--- config.mk ---
export PLATFORM = sky130hd
export DESIGN_NAME = delay_pipe
export DESIGN_NICKNAME = d
export VERILOG_FILES = /design/src/rtl/delay_pipe_pkg.sv /design/src/rtl/delay_pipe_stage.sv /design/src/rtl/delay_pipe.sv
export SDC_FILE = /design/constraint.sdc
export NUM_CORES = 1
export LEC_CHECK = 0
export CORE_ASPECT_RATIO = 0.7
export CORE_MARGIN = 3
export CORE_UTILIZATION = 27
export CTS_CLUSTER_DIAMETER = 60
export DETAILED_ROUTE_END_ITERATION = 8
export PLACE_DENSITY = 0.49
export SLEW_MARGIN = 15
export SYNTH_ARGS = -nofsm -noshare
export SYNTH_HDL_FRONTEND = slang
export SYNTH_SLANG_ARGS = --single-unit
--- constraint.sdc ---
create_clock -name clk -period 1.8 [get_ports clk]
set_input_delay 0.27 -clock clk [delete_from_list [all_inputs] [get_ports clk]]
set_output_delay 0.27 -clock clk [all_outputs]
set_load 0.005 [all_outputs]
--- src/rtl/delay_pipe_pkg.sv ---
// delay_pipe_pkg: shared sizing/clamp helpers and the stage record for delay_pipe.
// Contents: dp_depth_w (width of depth_sel/occ), dp_clamp (tap select clamp),
//           dp_stage_t (default-width {vld, data} stage record).
package delay_pipe_pkg;

  localparam int unsigned DP_DEF_WIDTH     = 16;
  localparam int unsigned DP_DEF_MAX_DEPTH = 8;

  // One pipeline stage at the default word width. Instances at other widths
  // keep the same {vld, data} shape, with vld in the top bit.
  typedef struct packed {
    logic                    vld;
    logic [DP_DEF_WIDTH-1:0] data;
  } dp_stage_t;

  // Bits needed to encode 0..max_depth.
  function automatic int unsigned dp_depth_w(input int unsigned max_depth);
    return $unsigned($clog2(max_depth + 1));
  endfunction

  // Run-time depth clamped to the physical stage count.
  function automatic int unsigned dp_clamp(input int unsigned sel,
                                           input int unsigned max_depth);
    return (sel > max_depth) ? max_depth : sel;
  endfunction

endpackage

--- src/rtl/delay_pipe_stage.sv ---
// delay_pipe_stage: one {vld, data} register of the delay line.
// Ports: clk, rst (sync, active-low), clear, en, vld_i/data_i from the previous
//        stage, vld_o/data_o to the next stage and the tap mux.
module delay_pipe_stage #(
  parameter int unsigned WIDTH = 16
) (
  input  logic             clk,
  input  logic             rst,
  input  logic             clear,
  input  logic             en,
  input  logic             vld_i,
  input  logic [WIDTH-1:0] data_i,
  output logic             vld_o,
  output logic [WIDTH-1:0] data_o
);

  logic             vld_q,  vld_d;
  logic [WIDTH-1:0] data_q, data_d;

  // clear beats en; an invalid word is stored as zero so a stage with
  // vld=0 never carries stale data.
  always_comb begin
    vld_d  = vld_q;
    data_d = data_q;
    if (clear) begin
      vld_d  = 1'b0;
      data_d = '0;
    end else if (en) begin
      vld_d  = vld_i;
      data_d = vld_i ? data_i : '0;
    end
  end

  always_ff @(posedge clk) begin
    if (!rst) begin
      vld_q  <= 1'b0;
      data_q <= '0;
    end else begin
      vld_q  <= vld_d;
      data_q <= data_d;
    end
  end

  assign vld_o  = vld_q;
  assign data_o = data_q;

endmodule

--- src/rtl/delay_pipe.sv ---
// delay_pipe: valid-tagged delay line with run-time depth 0..MAX_DEPTH, stall and flush.
// Ports: clk, rst (sync, active-low), d/d_vld in, en (advance), clear (flush),
//        depth_sel (tap), q/q_vld out, busy, occ (only with DELAY_PIPE_OCC_EN defined).
module delay_pipe
  import delay_pipe_pkg::*;
#(
  parameter int unsigned WIDTH     = DP_DEF_WIDTH,
  parameter int unsigned MAX_DEPTH = DP_DEF_MAX_DEPTH,
  parameter int unsigned DEPTH_W   = dp_depth_w(MAX_DEPTH)
) (
  input  logic               clk,
  input  logic               rst,
  input  logic [WIDTH-1:0]   d,
  input  logic               d_vld,
  input  logic               en,
  input  logic               clear,
  input  logic [DEPTH_W-1:0] depth_sel,
  output logic [WIDTH-1:0]   q,
  output logic               q_vld,
  output logic               busy
`ifdef DELAY_PIPE_OCC_EN
  ,
  output logic [DEPTH_W-1:0] occ
`endif
);

  // Index 0 is the live input; 1..MAX_DEPTH are the registered stages.
  logic             vld_s  [MAX_DEPTH+1];
  logic [WIDTH-1:0] data_s [MAX_DEPTH+1];
  logic [DEPTH_W-1:0] eff_depth;

  assign vld_s[0]  = d_vld;
  assign data_s[0] = d;

  for (genvar i = 1; i <= MAX_DEPTH; i++) begin : g_stage
    delay_pipe_stage #(
      .WIDTH (WIDTH)
    ) u_stage (
      .clk    (clk),
      .rst    (rst),
      .clear  (clear),
      .en     (en),
      .vld_i  (vld_s[i-1]),
      .data_i (data_s[i-1]),
      .vld_o  (vld_s[i]),
      .data_o (data_s[i])
    );
  end

  assign eff_depth = DEPTH_W'(dp_clamp(32'(depth_sel), MAX_DEPTH));

  // With eff_depth=0 no stage matches, leaving the combinational bypass.
  // Stages beyond the tap are ignored entirely, so shrinking the depth
  // abandons them rather than draining them.
  always_comb begin
    q     = d;
    q_vld = d_vld;
    busy  = 1'b0;
    for (int unsigned i = 1; i <= MAX_DEPTH; i++) begin
      if (DEPTH_W'(i) == eff_depth) begin
        q     = data_s[i];
        q_vld = vld_s[i];
      end
      if (DEPTH_W'(i) <= eff_depth) begin
        busy = busy | vld_s[i];
      end
    end
  end

`ifdef DELAY_PIPE_OCC_EN
  always_comb begin
    occ = '0;
    for (int unsigned i = 1; i <= MAX_DEPTH; i++) begin
      if ((DEPTH_W'(i) <= eff_depth) && vld_s[i]) begin
        occ = occ + DEPTH_W'(1);
      end
    end
  end
`endif

endmodule

**Word-level counts from Yosys, hierarchy flattened**

Index checks and enable logic that the tools add are counted.
W data, S select, Z words.

- Register bits after elaboration: 136
- Input bits: 25
- Output and inout port bits: 18
- Word-level logic and storage cells: 75

- Magnitude comparators: 9
- Eq/ne operators: 8
- Multiplexer cells: 33
- Bitwise logic cells: 8
- Reduce and logical (&&, ||, !) cells: 1

Operator list:

| cell | count |
|---|---|
| $mux W16 | 16 |
| $eq A3 B4 Y1 const A | 4 |
| $le A3 B4 Y1 const A | 4 |
| $mux W1 | 16 |
| $eq A2 B4 Y1 const A | 2 |
| $le A2 B4 Y1 const A | 2 |
| $or A1 B1 Y1 | 7 |
| $eq A1 B4 Y1 const A | 1 |
| $eq A4 B4 Y1 const A | 1 |
| $gt A4 B4 Y1 const B | 1 |
| $le A1 B4 Y1 const A | 1 |
| $le A4 B4 Y1 const A | 1 |
| $mux W4 | 1 |
| $reduce_or A2 Y1 | 1 |
| $not A1 Y1 | 1 |

**Depth between registers and ports, before layout**

- Word-level depth: 18
- Depth in mapped cells: 7
- Mapped depth without buffers: 4

**By module**

A second synthesis with hierarchy kept.

- Cell total of the unflattened synthesis: 804
- Area, all modules: 7,265.7 um^2

By module, submodules not included:

| module | times used | cells an instance | area an instance (um^2) | sequential area each (um^2) |
|---|---|---|---|---|
| delay_pipe_stage | 8 | 75 | 696.9 | 340.3 |
| delay_pipe | 1 | 204 | 1,690.4 | 0.0 |

**Worst setup path after synthesis**

No wires, ideal clock.

- Path kind: input port to output port
- Start point: in depth_sel[2]
- End point: out q[15]
- Arrival time: 1.240 ns
- Data required time: 1.530 ns
- Path slack: 0.290 ns
- Cell stages on the path: 5
- Path buffers: 1
- Path through: clkbuf_1 or4bb_1 a21oi_1 o31ai_1 a2bb2oi_1

- Longest elaborated chain between the ends: 11
- Elaborated cells between the ends (all ways): 18
- Classes of those cells: order compare (1); eq/ne (8); mux (9)

Ends and longest elaborated chain:

| what | RTL line | RTL |
|---|---|---|
| from (decl) | delay_pipe.sv:17 | `input logic [DEPTH_W-1:0] depth_sel,` |
| $gt A4 B4 Y1 | delay_pipe_pkg.sv:24 | `return (sel > max_depth) ? max_depth : sel;` |
| $mux W4 (*) | delay_pipe_pkg.sv:24 |  |
| $eq A1 B4 Y1 | delay_pipe.sv:60 | `if (DEPTH_W'(i) == eff_depth) begin` |
| $mux W16 (7 in series) | delay_pipe.sv:60 |  |
| $mux W16 (*) | delay_pipe.sv:60 |  |
| to (decl) | delay_pipe.sv:18 | `output logic [WIDTH-1:0] q,` |

Mark *: on every way between the ends. The rest lies on a longest branch, timed or not.

**Worst setup path in the final report**

- Start point: in depth_sel[1]
- End point: out q[15]

Same word-level chain as after synthesis.

==> flow_summary.toml <==
[logic_synthesis]
ys_types = 40
ys_ff_latch = 136
syn_area_mm2 = 0.00622
netlist_instances = 750
synthFlopType = "dfxtp_1"
syn_avg_cell_area_um2 = 8.30
async_flop_share = 0
syn_nets = 775
yosysSeqAreaShare = 0.437
synth_edf_count = 0
ys_warn_count = 0

[sta]
skew_ns = 0.0144
fin_crit_sh = 1.09
setup_ws_ns = -0.162
whs_ns = 0.274
max_slew_margin = 0.756
worst_pin_slew_ns = 0.366
setup_violations = 3
rsz0062_at_grt = "true"
hold_viol = 0
post-route-min-period_ns = 1.96
timing.fmax_mhz = 510
finalMaxSlewViolations = 0

[final_layout]
diodes = 0
mostFrequentLayoutCell = "buf_4"
final_util = 0.417
seq_area_mm2 = 0.00277
nets = 909
multi_input_area_mm2 = 0.00358
drive_gt1_frac = 0.367
fill_cells = 2235
mostFrequentLayoutCells = "buf_4 (115), dfxtp_1 (107), nor2_1 (102), a22oi_1 (101), a21oi_1 (88)"
area_delta_synth_final_pct = 48.8

[die]
die_area_mm2 = 0.0249
die_width_um = 187
io_pins = 43
initial_core_util = 0.281
row_count = 45
coreArea_mm2 = 0.0222
fp.dieH_um = 133

[setup_path]
worstSetupPathType = "in -> out"
critPathMaxFanout = 7
cp-start-kind = "input pin"
crit_path_end_kind = "output port"
r2r_slack_ns = 0.55
rr_endpoint = "g_stage[3].u_stage.data_o[3]$_SDFFE_PP0P_"
r2r_cells = 5
reg2reg_from = "g_stage[2].u_stage.vld_o$_SDFFE_PP0P_"
arrival_ns = 1.69
required_ns = 1.53

[clocking]
clkSlewWorstSetupHoldPaths_ns = 0.06
cts_buffers = 17
cts_tree = "done"
cts-root-buf = "clkbuf_16"
htree_levels = 4
clk_latency_ns = 0.43
cts_num_sinks = 136
cts.path.max_buffers = 2

[global_routing]
gr-total-overflow = 0
track_usage = 0.190
grt_antenna_before_repair = 0
grt_pass1_wl_um = 36900
grt_pass1_vias = 6206
grt_start_max_net_pins = 78

[route]
vias = 6368
wire_per_inst_um = 19.9
drtIter0Drc = 624
drt-total-wl_um = 24000
drt_drc_violations_left = 0
drt-vias-per-instance = 5.30
firstDrtPassIters = 8
ant_nets = 0

[status]
status = "complete, but fails checks"
failed_checks = "setup timing"

[min_path]
min_path_cells = 3
hold_end = "g_stage[8].u_stage.data_o[3]$_SDFFE_PP0P_"
min-delay-start = "en"
hold_path.class = "in -> reg"

[placed_design]
gp_congestion = 0.797
pre_cts_slack_ns = -0.817
dpl.hpwl_um = 14200
place.port_buffers = 42

[job]
cap_violations = 0

[pwr]
worst_ir_drop_vdd_mv = 0.729
p_leak_nw = 3.40
powerDensity_mw_per_mm2 = 816
[repair_timing]
item | CTS | global route
hold buffers | 0 | 0
pin swaps | 47 | 22
cloned | 4 | 0
resized for setup | 196 | 54
buffers inserted | 32 | 7
endpoints found under the setup margin | 18 | 18
[worst max-delay path by stage]
stage	start	endpoint	slack [ns]	cells past startpoint
after floorplan	depth_sel[2]	q[15]	0.29	5
after global placement	depth_sel[3]	q[0]	-0.79	8
after detailed placement	depth_sel[3]	q[0]	-0.82	8
after CTS	g_stage[1].u_stage.data_o[15]$_SDFFE_PP0P_	q[15]	-0.18	5
after global routing	g_stage[1].u_stage.data_o[15]$_SDFFE_PP0P_	q[15]	-0.28	5
final	depth_sel[1]	q[15]	-0.16	8
[worst max-delay path, cell delays in order]
cell	delay, ns
buf_16	0.13
buf_12	0.14
buf_4	0.14
or4bb_1	0.51
a21oi_2	0.15
o31ai_1	0.07
a2bb2oi_1	0.15
buf_2	0.13
[synth_stat cells, types with 2 or more instances]
cell      instances  area [um2]
mux2i_1           4        40.0
nand3_1          35         175
mux2_2           15         169
nor2_1          103         387
nor3_1            2        10.0
o22ai_1          31         194
inv_1             4        15.0
a22o_1            2        17.5
and2_1            5        31.3
o31ai_1           2        15.0
nor2b_1           3        18.8
a31oi_1           2        12.5
o21ai_0           5        25.0
o22a_1           16         140
clkbuf_1         31         116
buf_1             8        30.0
a22oi_1         108         811
a211oi_1          3        22.5
buf_4             9        67.6
nand2_1          40         150
a21boi_1         14         105
a21oi_1         106         531
nand2b_1         19         119
buf_2            29         145
dfxtp_1         136        2720
buf_6             4        45.0
[cells by family (layout without fill, tap and decap cells)]
| kind of cell | Yosys count | after routing | synth area share |
|---|---|---|---|
| compound gates | 296 | 296 | 0.310 |
| flops | 136 | 136 | 0.437 |
| buf+inv | 88 | 235 | 0.0693 |
| mux | 19 | 19 | 0.0336 |
| simple gates | 211 | 211 | 0.150 |
[cell type report]
class | instances | share of cell area
Timing Repair Buffer | 197 | 0.208
Inverter | 6 | 0.00284
Clock inverter | 14 | 0.0162
Clock buffer | 18 | 0.0463
Sequential cell | 136 | 0.299
Multi-Input combinational cell | 526 | 0.387
Tap cell | 305 | 0.0412
[power by group]
part           switching, mW  total [mW]  internal (mW)
logic                  0.528       0.997          0.469
clock network           1.49        3.54           2.05
registers            0.00782        3.02           3.01
total                   2.03        7.55           5.53
[stage by stage]
step,std cells,TNS [ns],instance area (um2),power [mW]
floorplan,750,0,6220,3.46
global placement,1134,-12.03,7710,3.88
detailed placement,1134,-12.16,7710,3.87
CTS,1201,-0.364,9070,7.55
global route,1202,-0.686,9260,7.77
finish,1202,-0.226,9260,7.55
[metal layers]
layer | up-vias | share of wire | track usage
met4 | 0 | 0.0086 | 0.0375
met5 | - | 0 | 0
li1 | 2998 | - | -
met3 | 24 | 0.071 | 0.0495
met2 | 204 | 0.41 | 0.270
met1 | 3142 | 0.51 | 0.287
[state kept, by name, indices dropped and copies added, names as in the netlist]
signal and cells:
g_stage.u_stage.vld_o 8, g_stage.u_stage.data_o 128
No activity file was read; power rests on OpenSTA's default activity.
